**src/rtl/dev_package.sv**
```systemverilog
// Shared constants and types for the masked XOR arbiter.
// Imported by masked_xor_arbiter and rr_arbiter_2.
package dev_package;

    localparam int DEF_NUM_SHARES = 2;
    localparam int DEF_WIDTH      = 8;
    localparam int NUM_REQ        = 2;

    typedef logic req_idx_t;

endpackage

```
**src/rtl/masked_xor_arbiter_rr_arbiter_2.sv**
```systemverilog
// Two-way round-robin arbiter with one-hot grant.
// The priority pointer moves only when a grant is consumed.
module rr_arbiter_2
    import dev_package::*;
(
    input  logic           in_clock,
    input  logic           in_reset,
    input  logic [1:0]     in_valid,
    input  logic           in_advance,
    output logic [1:0]     out_grant,
    output req_idx_t       out_ptr
);

    req_idx_t r_ptr;

    // Lone requester always wins; on contention the pointer decides.
    always_comb begin
        out_grant = 2'b00;
        unique case (in_valid)
            2'b01:   out_grant = 2'b01;
            2'b10:   out_grant = 2'b10;
            2'b11:   out_grant = r_ptr ? 2'b10 : 2'b01;
            default: out_grant = 2'b00;
        endcase
    end

    // Point away from the requester just served.
    always_ff @(posedge in_clock or posedge in_reset) begin
        if (in_reset) begin
            r_ptr <= 1'b0;
        end else if (in_advance) begin
            r_ptr <= ~out_grant[1];
        end
    end

    assign out_ptr = r_ptr;

endmodule

```
**src/rtl/masked_xor_arbiter.sv**
```systemverilog
// Two-requester arbiter feeding one sharewise masked-XOR result slot.
// Optional share refresh on accept: MASKED_XOR_ARB_REFRESH_EN.
module masked_xor_arbiter
    import dev_package::*;
#(
    parameter int NUM_SHARES = DEF_NUM_SHARES,
    parameter int WIDTH      = DEF_WIDTH
)
(
    input  logic                              in_clock,
    input  logic                              in_reset,
    input  logic [NUM_REQ-1:0]                in_req_valid,
    output logic [NUM_REQ-1:0]                out_req_ready,
    input  logic [NUM_SHARES-1:0][WIDTH-1:0]  in_a0,
    input  logic [NUM_SHARES-1:0][WIDTH-1:0]  in_b0,
    input  logic [NUM_SHARES-1:0][WIDTH-1:0]  in_a1,
    input  logic [NUM_SHARES-1:0][WIDTH-1:0]  in_b1,
    output logic [NUM_SHARES-1:0][WIDTH-1:0]  out_c,
    output logic                              out_c_valid,
    output logic                              out_c_src,
    input  logic                              in_c_ready
`ifdef MASKED_XOR_ARB_REFRESH_EN
    ,
    input  logic [NUM_SHARES-2:0][WIDTH-1:0]  in_random
`endif
);

    localparam int TOTAL = NUM_SHARES * WIDTH;

    logic [1:0]                       w_grant;
    req_idx_t                         w_ptr_unused;
    logic                             w_slot_free;
    logic                             w_accept;
    logic [NUM_SHARES-1:0][WIDTH-1:0] w_a;
    logic [NUM_SHARES-1:0][WIDTH-1:0] w_b;
    logic [NUM_SHARES-1:0][WIDTH-1:0] w_mask;
    logic [NUM_SHARES-1:0][WIDTH-1:0] w_c;

    logic [NUM_SHARES-1:0][WIDTH-1:0] r_c;
    logic                             r_c_valid;
    req_idx_t                         r_c_src;

    // Reset also blocks handshakes so nothing is acknowledged while held.
    assign w_slot_free   = !in_reset && (!r_c_valid || in_c_ready);
    assign w_accept      = w_slot_free && (|in_req_valid);
    assign out_req_ready = w_grant & {2{w_slot_free}};

    rr_arbiter_2 u_arb (
        .in_clock   (in_clock),
        .in_reset   (in_reset),
        .in_valid   (in_req_valid),
        .in_advance (w_accept),
        .out_grant  (w_grant),
        .out_ptr    (w_ptr_unused)
    );

    // AND-gate each requester before the OR merge: no share-mixing mux.
    assign w_a = (in_a0 & {TOTAL{w_grant[0]}})
               | (in_a1 & {TOTAL{w_grant[1]}});
    assign w_b = (in_b0 & {TOTAL{w_grant[0]}})
               | (in_b1 & {TOTAL{w_grant[1]}});

`ifdef MASKED_XOR_ARB_REFRESH_EN
    logic [WIDTH-1:0] w_last;

    // Fresh mask per share; last share absorbs all so the secret is kept.
    always_comb begin
        w_mask = '0;
        w_last = '0;
        for (int j = 0; j < NUM_SHARES - 1; j++) begin
            w_mask[j] = in_random[j];
            w_last    = w_last ^ in_random[j];
        end
        w_mask[NUM_SHARES-1] = w_last;
    end
`else
    assign w_mask = '0;
`endif

    assign w_c = w_a ^ w_b ^ w_mask;

    // Result slot: load on accept, clear on drain, hold under backpressure.
    always_ff @(posedge in_clock or posedge in_reset) begin
        if (in_reset) begin
            r_c       <= '0;
            r_c_valid <= 1'b0;
            r_c_src   <= 1'b0;
        end else if (w_accept) begin
            r_c       <= w_c;
            r_c_valid <= 1'b1;
            r_c_src   <= w_grant[1];
        end else if (in_c_ready) begin
            r_c       <= '0;
            r_c_valid <= 1'b0;
        end
    end

    assign out_c       = r_c;
    assign out_c_valid = r_c_valid;
    assign out_c_src   = r_c_src;

endmodule

```
**config.mk**
```make
export PLATFORM = sky130hd
export DESIGN_NAME = masked_xor_arbiter
export DESIGN_NICKNAME = d
export VERILOG_FILES = /design/src/rtl/dev_package.sv /design/src/rtl/masked_xor_arbiter_rr_arbiter_2.sv /design/src/rtl/masked_xor_arbiter.sv
export SDC_FILE = /design/constraint.sdc
export NUM_CORES = 1
export LEC_CHECK = 0
export BUFFER_PORTS_ARGS = -buffer_cell sky130_fd_sc_hd__buf_2
export CORE_AREA = 2 2 45 78
export CTS_BUF_LIST = sky130_fd_sc_hd__clkbuf_4
export DETAILED_ROUTE_END_ITERATION = 10
export DIE_AREA = 0 0 47 80
export PLACE_DENSITY = 0.85
export RECOVER_POWER = 25
export SLEW_MARGIN = 15
export SYNTH_ARGS = -nofsm -noshare
export SYNTH_HDL_FRONTEND = slang
export SYNTH_SLANG_ARGS = --single-unit
```
**constraint.sdc**
```tcl
create_clock -name in_clock -period 2.1 [get_ports in_clock]
set_input_delay 0.42 -clock in_clock [delete_from_list [all_inputs] [get_ports in_clock]]
set_output_delay 0.42 -clock in_clock [all_outputs]
set_load 0.05 [all_outputs]
```
==> metrics.txt <==
outcome complete, no violations; Sink Count 19; initial antenna violation count 0; First-pass DRT Iterations 4; fillcell total 316; Least-Margin Pin Slew 0.695 ns; Placer Congestion 0.853; Port Buf Inserts 88; leak pwr 0.837 nW; reg2reg setup slack 0.57 ns; layout cells sized above 1 52.2%; final setup violation count 0; crit-path max cell delay 0.40 ns; WP buf/inv 1; Power Dens Cells 700 mW/mm^2; reg-to-reg endpoint out_c[0]; hold crit path type in -> async; # Max-Cap Violations 0; Max VDD drop 0.317 mV; row count 27; Area Growth Syn to Fin 36.7%; max-slew violation count 0; CP Capture Type output port; Routed WL 3.41 mm; post-route ant nets 0; Mapped Area 0.00130 sq mm; Power Total 1.25 mW; Simple-Gate Fraction of Synth Area 12.9%; Final Hold Vio Count 0; via-per-instance ratio 5.25; Worst R2R Start out_c_valid; wire per inst 13.5 um; synth unique cells 18; setup_tns 0 ns; critical path required time 1.68 ns; Residual DRC 0; largest family of logic cells by synthesized area compound AO/OA/AOI/OAI gates; Final min period 1.97 ns; Die Ht 80 um; clk_lat worst skew 0.29 ns; slew margin rel. 53.6%; Max Freq 507 MHz; total track usage 19.3%; Crit Path Class reg -> out; Top Family by Delay on Critical Path simple AND/OR/NAND/NOR gates; global-route wire length before repair 5.34 mm; total nets after synthesis 195; H-tree levels 1; Clock Pin Slew Worst Setup and Hold Paths 0.11 ns; clock buffer depth 2; crit share post-route 94.0%; Clock Skews 0.00476 ns; Internal Power 711 uW; CP Max Fanout 3; initial DRC count 28; Net Sw Frac 42.9%; HPWL Detailed 2.73 mm; synthesized instance count 126; CTS buffer count 3; vias 1324; Layout Nets 279; Mean Syn Cell Area 10.3 sq um; final setup margin 0.127 ns; pre-CTS setup slack 0.332 ns; Clock Power Share 15.7%; CTS tree built; Setup Fix Bufs, Post-CTS 0; net load switching power 535 uW; register bit total from synthesis 19; Reg power frac 36.2%; Post-Synth XOR/XNOR Area 10.7%; total gr overflow 0; Yosys warnings 0; I/O Pins 89; r2r worst-path depth 5; Initial Util 41.9%; CTS root buf clkbuf_4; crit-path cells nor2b_1, or3_1, nor2_2, clkbuf_4; sequential cell area fraction in the yosys report 36.5%; largest net degree at the start of global routing 36; adder-cell share of the synthesized area 0%; CP arrival 1.55 ns; proportion of power drawn by combinational gates 48.1%; die area 0.00376 sq mm; Antenna diodes 0; CORE AREA 0.00311 sq mm; vias in the first global route 1235; compound-cell area share of the yosys netlist 32.1%; type of origin of the critical path flop; mux contribution to synthesized area 0%; Die Span X 47 um; unrepaired setup endpoints after global routing false; Crit-path slowest cell or3_1
==> layout by cell type (no fill, tap or decap), drive strengths merged <==
master and instances:
nor2 2, nand2b 2, xnor2 16, clkbuf 6, inv 2, dfrtp 19, or3 1, a21oi 1
a21o 1, o21ai 16, a21boi 1, buf 92, a32oi 32, nand3b 16, nor4b 1, nor2b 1
==> cell families after synthesis <==
kind of cell,after synthesis
AOI/OAI and AO/OA,51
and+or+nand+nor,23
DFF,19
buffers and inverters,17
xor gates and xnor gates,16
==> power groups by stage <==
stage | Combinational, mW | Clock (mW) | Sequential (mW)
6_report | 0.599 | 0.196 | 0.451
4_1_cts | 0.602 | 0.201 | 0.452
2_1_floorplan | 0.264 | 0 | 0.642
3_3_place_gp | 0.596 | 0 | 0.458
3_5_place_dp | 0.601 | 0 | 0.460
5_1_grt | 0.642 | 0.218 | 0.458
==> stage by stage <==
| stage | cells | instance area [sq um] | utilization (%) | hold slack (ns) |
|---|---|---|---|---|
| 2_1_floorplan | 126 | 1310 | - | 0.371 |
| 3_3_place_gp | 248 | 1750 | 56.3 | 0.497 |
| 3_5_place_dp | 248 | 1750 | 56.3 | 0.501 |
| 4_1_cts | 252 | 1780 | 57.3 | 0.273 |
| 5_1_grt | 252 | 1780 | 57.3 | 0.304 |
| 6_report | 252 | 1780 | 57.3 | 0.249 |
==> Yosys cell counts (all sizes together) <==
master	number	share of area (%)
a32oi	32	21
dfrtp	19	36
nand3b	16	9.2
o21ai	16	8.4
xnor2	16	11
buf	11	6.1
clkbuf	4	1.2
inv	2	0.58
nand2b	2	0.96
nor2	2	0.58
a21boi	1	0.86
a21o	1	0.58
a21oi	1	0.67
nor2b	1	0.48
nor4b	1	1.2
or3	1	0.48
==> registers in the layout, indices dropped and copies added (netlist names) <==
signal,count
out_c,16
out_c_src,1
out_c_valid,1
u_arb.out_ptr,1
==> metal layers <==
metal / track usage [%] / wire length (um) / part of all wire [%]
met5: 0 / 0 / 0
met4: 10.6 / 106 / 3.1
met3: 1.58 / 218 / 6.4
met2: 30.1 / 1740 / 51
met1: 25.2 / 1350 / 40
==> repair_timing <==
item,4_1_cts,5_1_grt
resized for setup,0,1
hold buffers,0,0
endpoints found under the setup margin,0,1
==> area by class of cell <==
type                       instances  area (sq um)  share of cell area, %
clock buffer                       4          30.0                   1.69
inverter                           2          7.51                  0.421
multi-input combinational         90           728                   40.9
sequential                        19           475                   26.7
tap                               43          53.8                   3.02
timing repair buffer              94           487                   27.3
==> how the worst max path moves through the flow <==
stage               startpoint          endpoint  slack [ns]  depth (start not counted)
3_3_place_gp   in_req_valid[1]  out_req_ready[1]        0.33                          5
2_1_floorplan      out_c_valid  out_req_ready[0]       -0.17                          2
6_report           out_c_valid  out_req_ready[1]        0.13                          4
4_1_cts            out_c_valid  out_req_ready[1]        0.07                          4
5_1_grt            out_c_valid  out_req_ready[1]        0.04                          4
3_5_place_dp   in_req_valid[1]  out_req_ready[1]        0.33                          5
No activity file was read; power rests on OpenSTA's default activity.
